## src/rtl/sysbus_arbiter.sv

```systemverilog
// sysbus_arbiter: round-robin owner of the shared tri-state sysbus and RAM
// chip select for up to four masters. The grant is registered and one-hot.
// Every tenure is followed by one dead TURN cycle, so two drivers can never
// overlap on the bus.
// Optional hold timeout: define SYSBUS_ARB_TIMEOUT_EN to add the hold counter,
// forced release and timeout_err. Without it, a tenure ends only when the owner
// drops req, lock is ignored and timeout_err stays 0.
module sysbus_arbiter #(
    parameter int WORD_W   = 8,
    parameter int N_REQ    = 2,
    parameter int MAX_HOLD = 15
) (
    input  logic             clock,
    input  logic             reset,
    input  logic [N_REQ-1:0] req,
    input  logic [N_REQ-1:0] lock,
    input  logic [N_REQ-1:0] rnw_in,
    output logic [N_REQ-1:0] grant,
    output logic [1:0]       owner,
    output logic             bus_busy,
    output logic             CS,
    output logic             R_NW,
    output logic             timeout_err
);

    // WORD_W carries no datapath here; it is only range-checked with the rest.
    if (N_REQ < 2 || N_REQ > 4 || MAX_HOLD < 1 || MAX_HOLD > 255 || WORD_W < 1) begin : g_param_check
        $error("sysbus_arbiter: parameter out of legal range");
    end

    typedef enum logic [1:0] {
        IDLE = 2'd0,
        GNT  = 2'd1,
        TURN = 2'd2
    } state_t;

    state_t     state;
    logic [1:0] ptr;
    logic [3:0] req_x;
    logic [3:0] rnw_x;
    logic [1:0] winner;
    logic [1:0] ptr_next;
    logic       owner_req;
    logic       hold_expired;

    // Widen the request vectors to four bits so a 2-bit owner index is always in range.
    assign req_x     = 4'(req);
    assign rnw_x     = 4'(rnw_in);
    assign owner_req = req_x[owner];

    // First requester at or after p, scanning upward modulo N_REQ. The scan
    // runs from the farthest offset to the nearest so the nearest wins.
    function automatic logic [1:0] rr_pick(input logic [3:0] r, input logic [1:0] p);
        logic [1:0] w;
        logic [2:0] s;
        w = p;
        for (int i = N_REQ - 1; i >= 0; i--) begin
            s = {1'b0, p} + 3'(i);
            if (s >= 3'(N_REQ)) s = s - 3'(N_REQ);
            if (r[s[1:0]]) w = s[1:0];
        end
        return w;
    endfunction

    assign winner   = rr_pick(req_x, ptr);
    assign ptr_next = (winner == 2'(N_REQ - 1)) ? 2'd0 : winner + 2'd1;

`ifdef SYSBUS_ARB_TIMEOUT_EN
    localparam int HOLD_W = $clog2(MAX_HOLD + 1);

    logic [3:0]        lock_x;
    logic [HOLD_W-1:0] hold_cnt;
    logic              owner_lock;

    assign lock_x       = 4'(lock);
    assign owner_lock   = lock_x[owner];
    assign hold_expired = (hold_cnt == HOLD_W'(MAX_HOLD - 1)) && !owner_lock;

    // Count unlocked cycles of the current tenure; zero outside GNT or while locked, saturating.
    always_ff @(posedge clock) begin
        if (reset || state != GNT || owner_lock) begin
            hold_cnt <= '0;
        end else if (hold_cnt != HOLD_W'(MAX_HOLD)) begin
            hold_cnt <= hold_cnt + HOLD_W'(1);
        end
    end
`else
    logic lock_unused;

    assign lock_unused  = ^lock;
    assign hold_expired = 1'b0;
`endif

    // Arbitration FSM: IDLE picks a winner, GNT holds it, TURN leaves the bus undriven for one cycle.
    always_ff @(posedge clock) begin
        if (reset) begin
            state       <= IDLE;
            ptr         <= 2'd0;
            grant       <= '0;
            owner       <= 2'd0;
            bus_busy    <= 1'b0;
            CS          <= 1'b0;
            R_NW        <= 1'b1;
            timeout_err <= 1'b0;
        end else begin
            timeout_err <= 1'b0;
            case (state)
                IDLE: begin
                    if (|req) begin
                        state    <= GNT;
                        grant    <= N_REQ'(4'b0001 << winner);
                        owner    <= winner;
                        ptr      <= ptr_next;
                        bus_busy <= 1'b1;
                        CS       <= 1'b1;
                        R_NW     <= 1'b1;
                    end
                end
                GNT: begin
                    // A release on the same edge as an expiry wins: no error pulse.
                    if (!owner_req || hold_expired) begin
                        state       <= TURN;
                        grant       <= '0;
                        bus_busy    <= 1'b0;
                        CS          <= 1'b0;
                        R_NW        <= 1'b1;
                        timeout_err <= owner_req;
                    end else begin
                        R_NW <= rnw_x[owner];
                    end
                end
                default: begin
                    state <= IDLE;
                end
            endcase
        end
    end

endmodule

```

## config.mk

```make
export PLATFORM = sky130hd
export DESIGN_NAME = sysbus_arbiter
export DESIGN_NICKNAME = d
export VERILOG_FILES = /design/src/rtl/sysbus_arbiter.sv
export SDC_FILE = /design/constraint.sdc
export NUM_CORES = 1
export LEC_CHECK = 0
export CORE_AREA = 2 2 39 41
export CTS_CLUSTER_DIAMETER = 50
export DETAILED_ROUTE_END_ITERATION = 7
export DIE_AREA = 0 0 41 43
export PLACE_DENSITY = 0.69
export SLEW_MARGIN = 20
export SYNTH_ARGS = -nofsm -noshare
export SYNTH_HDL_FRONTEND = slang
export SYNTH_SLANG_ARGS = --single-unit
```

## constraint.sdc

```tcl
create_clock -name clock -period 1.55 [get_ports clock]
set_clock_uncertainty 0.15 [all_clocks]
set_input_delay 0.465 -clock clock [delete_from_list [all_inputs] [get_ports clock]]
set_output_delay 0.465 -clock clock [all_outputs]
set_load 0.05 [all_outputs]
```

# Word level (Yosys, flattened, before mapping)

Cells that the tools add are included.

Order comparisons: 5
Add/sub/neg operators: 4
$mul: 0
Shift-type cells: 1
Divide/modulo/power cells: 0
Eq/ne operators: 4
Reductions and logical operators: 7
Muxes and demuxes: 24
Bitwise gates (word level): 0

Operator list:

| kind                  | number |
|---|---|
| $mux W2               | 9 |
| $lt A2 B3 Y1 const B  | 3 |
| $bmux W1 S2           | 4 |
| $pmux W2 S2           | 2 |
| $mux W1               | 7 |
| $reduce_and A2 Y1     | 3 |
| $eq A2 B1 Y1 const B  | 2 |
| $ne A2 B2 Y1 const B  | 2 |
| $pmux W1 S2           | 2 |
| $sub A2 B2 Y2 const B | 2 |
| $add A2 B1 Y3 const B | 1 |
| $ge A3 B2 Y1 const B  | 1 |
| $reduce_and A3 Y1     | 1 |
| $add A2 B1 Y2 const B | 1 |
| $ge A2 B2 Y1 const B  | 1 |
| $logic_not A2 Y1      | 1 |
| $reduce_bool A2 Y1    | 1 |
| $reduce_or A2 Y1      | 1 |
| $shl A1 B2 Y2 const A | 1 |

Memories kept: 0
Input bits: 8
ROM bits: 0
Output and inout bits: 8
Memory bits (writable): 0
Bits in latches: 0
Register bits after elaboration: 10
Word-level logic and storage cells: 51

# Logic depth before layout (Yosys ltp)

Word-level depth: 10
Gate-level depth with buffers: 3
Mapped depth without buffers: 3

# Worst setup path before layout

OpenSTA, ideal clock, no wires.

Kind: reg2reg
Start point: reg owner[0]
End point: reg grant[0]
Arrival time: 1.385 ns
Stages on the path, launching flop included: 4
Setup slack: -0.109 ns
Clock period less this slack: 1.659 ns
Path buffers: 0
Setup time: 0.124 ns
Required time: 1.276 ns
Cell sequence: dfxtp_1 > mux2_4 > a311oi_2 > o21ai_1

Cells in the longest elaborated chain, start to end: 4

Ends and longest elaborated chain:

| what                               | line | RTL |
|---|---|---|
| start: declaration                 | 19   | `output logic [1:0] owner,` |
| start signal: assignment           | 112  | `owner <= winner;` |
| $bmux W1 S2                        | 49   | `assign owner_req = req_x[owner];` |
| $mux W1 (not written as such)      | 49   |  |
| $ne A2 B2 Y1 (no source line)      | --   |  |
| $reduce_and A3 Y1 (no source line) | --   |  |
| end signal: assignment             | 111  | `grant <= N_REQ'(4'b0001 << winner);` |
| end: declaration                   | 18   | `output logic [N_REQ-1:0] grant,` |

Every way passes these cells. The select of a mux whose other input is x is not followed.
A chain may end at the register's enable or synchronous reset.

==> reports/results.ini <==
[sta]
fin_crit_ns = 1.49
finalHoldViolCount = 0
rsz0062_at_grt = false
slew_viol_final = 0
fin_setup_tns_ns = 0
clock.fmax_ghz = 0.670
setup_viol = 0
fin_crit_sh_pct = 96.3
timing.hold.ws_ns = 0.353

[grt]
grt_pass1_vias = 404
grt.overflow.total = 0
grt_max_degree = 9
grtUsageTotal_pct = 14.5
antenna_found_initial = 0
grt_pass1_wl_mm = 1.63

[setup_path]
cpMaxStageDelayCell = dfxtp_1
crit_path_end_kind = output port
cp_slowest_stage_delay_ns = 0.44
crit_type = flop to output port
crit_path_start_kind = flop
reg2reg_depth = 3
required_ns = 0.93
worstPathMaxFanout = 3
crit_path_cell_trace = buf_12
cp.arrival_ns = 0.88
cp.depth = 1
crit_buf_inv = 1
crit_family = flip-flops

[routing]
route.vias.total = 436
routed_via_density = 5.01
routed_wl_mm = 1.00
drc = 0
drtAntennaViolNets = 0
drt_iter0_markers = 12
drt_first_pass_iters = 4
routedWlPerCell_um = 11.5

[pwr]
ir_drop_uv = 316
total_power_mw = 0.766
pwr_density_cell_nw_per_um2 = 981
p_leak_nw = 0.335

[logic_synthesis]
synth-seq-area-share_pct = 42.2
yosysUniqueCellTypes = 26
syn-num-nets = 60
synth_edf_count = 0
syn_area_per_cell_um2 = 9.12
async_flop_share_pct = 0
ys_ff_latch = 10
yosys_warnings = 0
synthesis.area_um2 = 474
netlist_instances = 52
synthFlopType = dfxtp_1

[worst_hold_path]
min_path_type = flop to flop
min_path_cells = 2

[placement]
numPortBuffers = 12
placed_area_um2 = 712
place_congestion = 0.811
hpwlAfterDp_um = 784

[cts]
htreeDepth = 1
cts_setup_buffers = 0
cts_sinks = 10
cts_buffer_depth = 2
cts-root-buf = clkbuf_4
cts_buffers = 3
cts_hold_buffers = 0
clkLatencyLatePin_ns = 0.27
cts_tree = built
clk_pin_slew_ns = 0.07

[die]
core-area_um2 = 1380
rows = 14
die_w_um = 41
die_height_um = 43
ios = 16
dieArea_um2 = 1760
start_util_pct = 34.3

[job]
cap_violations = 0

[cells_and_area]
fillerInstances = 111
final_cell_area_um2 = 781
finalNetCount = 80
final_common_cell = dfxtp_1
drive_gt1_share_pct = 36.6
mostFrequentLayoutCells = dfxtp_1 (9), buf_12 (7), buf_4 (6)
area_growth_pct = 64.6
diodes = 0

[status]
run_status = complete, no violations

## kinds of logic (layout without fill, tap and decap cells)
family	after synthesis	count (layout)	synth area share (%)
compound gates	15	15	20.8
buf+inv	5	24	5.54
flops	10	10	42.2
mux	2	2	5.54
other cells	1	1	0.791
simple gates	19	19	25.1
## Yosys cell counts (2+ instances only)
library cell / number / share of area, %
dfxtp_1: 10 / 42
o21ai_0: 5 / 5.3
a21oi_1: 3 / 3.2
and3b_1: 3 / 5.5
nor2_1: 3 / 2.4
buf_4: 2 / 3.2
inv_1: 2 / 1.6
nand2b_1: 2 / 2.6
nand3_1: 2 / 2.1
nand4b_1: 2 / 3.7
nor2b_1: 2 / 2.6
o21ai_1: 2 / 2.1
## metrics by stage
step / setup WS [ns] / util [%] / std cells
floorplan: 0.0220 / - / 52
global placement: -0.303 / 51.4 / 83
detailed placement: -0.318 / 51.4 / 83
CTS: 0.00401 / 54.1 / 87
global route: 0.000886 / 56.4 / 87
finish: 0.0566 / 56.4 / 87
## worst paths after layout
path | startpoint | to | slack [ns]
hold / removal | grant[0] | grant[0] | 0.35
hold reg to reg | grant[0] | grant[0] | 0.35
setup reg to reg | state[0] | R_NW | 0.22
setup / recovery | CS | bus_busy | 0.06
## per-layer routing
metal / vias to the layer above / global-route usage [%] / part of all wire, %
li1: 222 / - / -
met1: 194 / 17.2 / 44
met2: 14 / 19.1 / 47
met3: 6 / 4.71 / 5.3
met4: 0 / 14.0 / 3.6
met5: - / 0 / 0
## worst min-delay path, stage by stage (launching register included)
cell and delay, ns:
dfxtp_1 0.34, nand2b_1 0.08, o21ai_1 0.05
## flip-flops by register name (all words and copies together), names as in the netlist
signal / flops
state: 2
R_NW: 1
owner: 2
CS: 1
ptr: 2
grant: 2
## timing repair
action | 4_1_cts | 5_1_grt
gates resized for setup | 0 | 7
pin swaps | 1 | 2
setup endpoints to repair | 2 | 6
## area by class of cell
| type | instances | area [um2] | area share, % |
|---|---|---|---|
| Multi-Input combinational cell | 37 | 275 | 35.3 |
| Timing Repair Buffer | 18 | 240 | 30.8 |
| Sequential cell | 10 | 201 | 25.8 |
| Clock buffer | 4 | 36.3 | 4.65 |
| Tap cell | 16 | 20.0 | 2.56 |
| Inverter | 2 | 7.51 | 0.962 |
## power by group
group	total, mW	internal (mW)	switching (mW)
clock network	0.239	0.143	0.0961
registers	0.301	0.276	0.0245
logic	0.227	0.116	0.110
(Power assumes the default switching activity.)
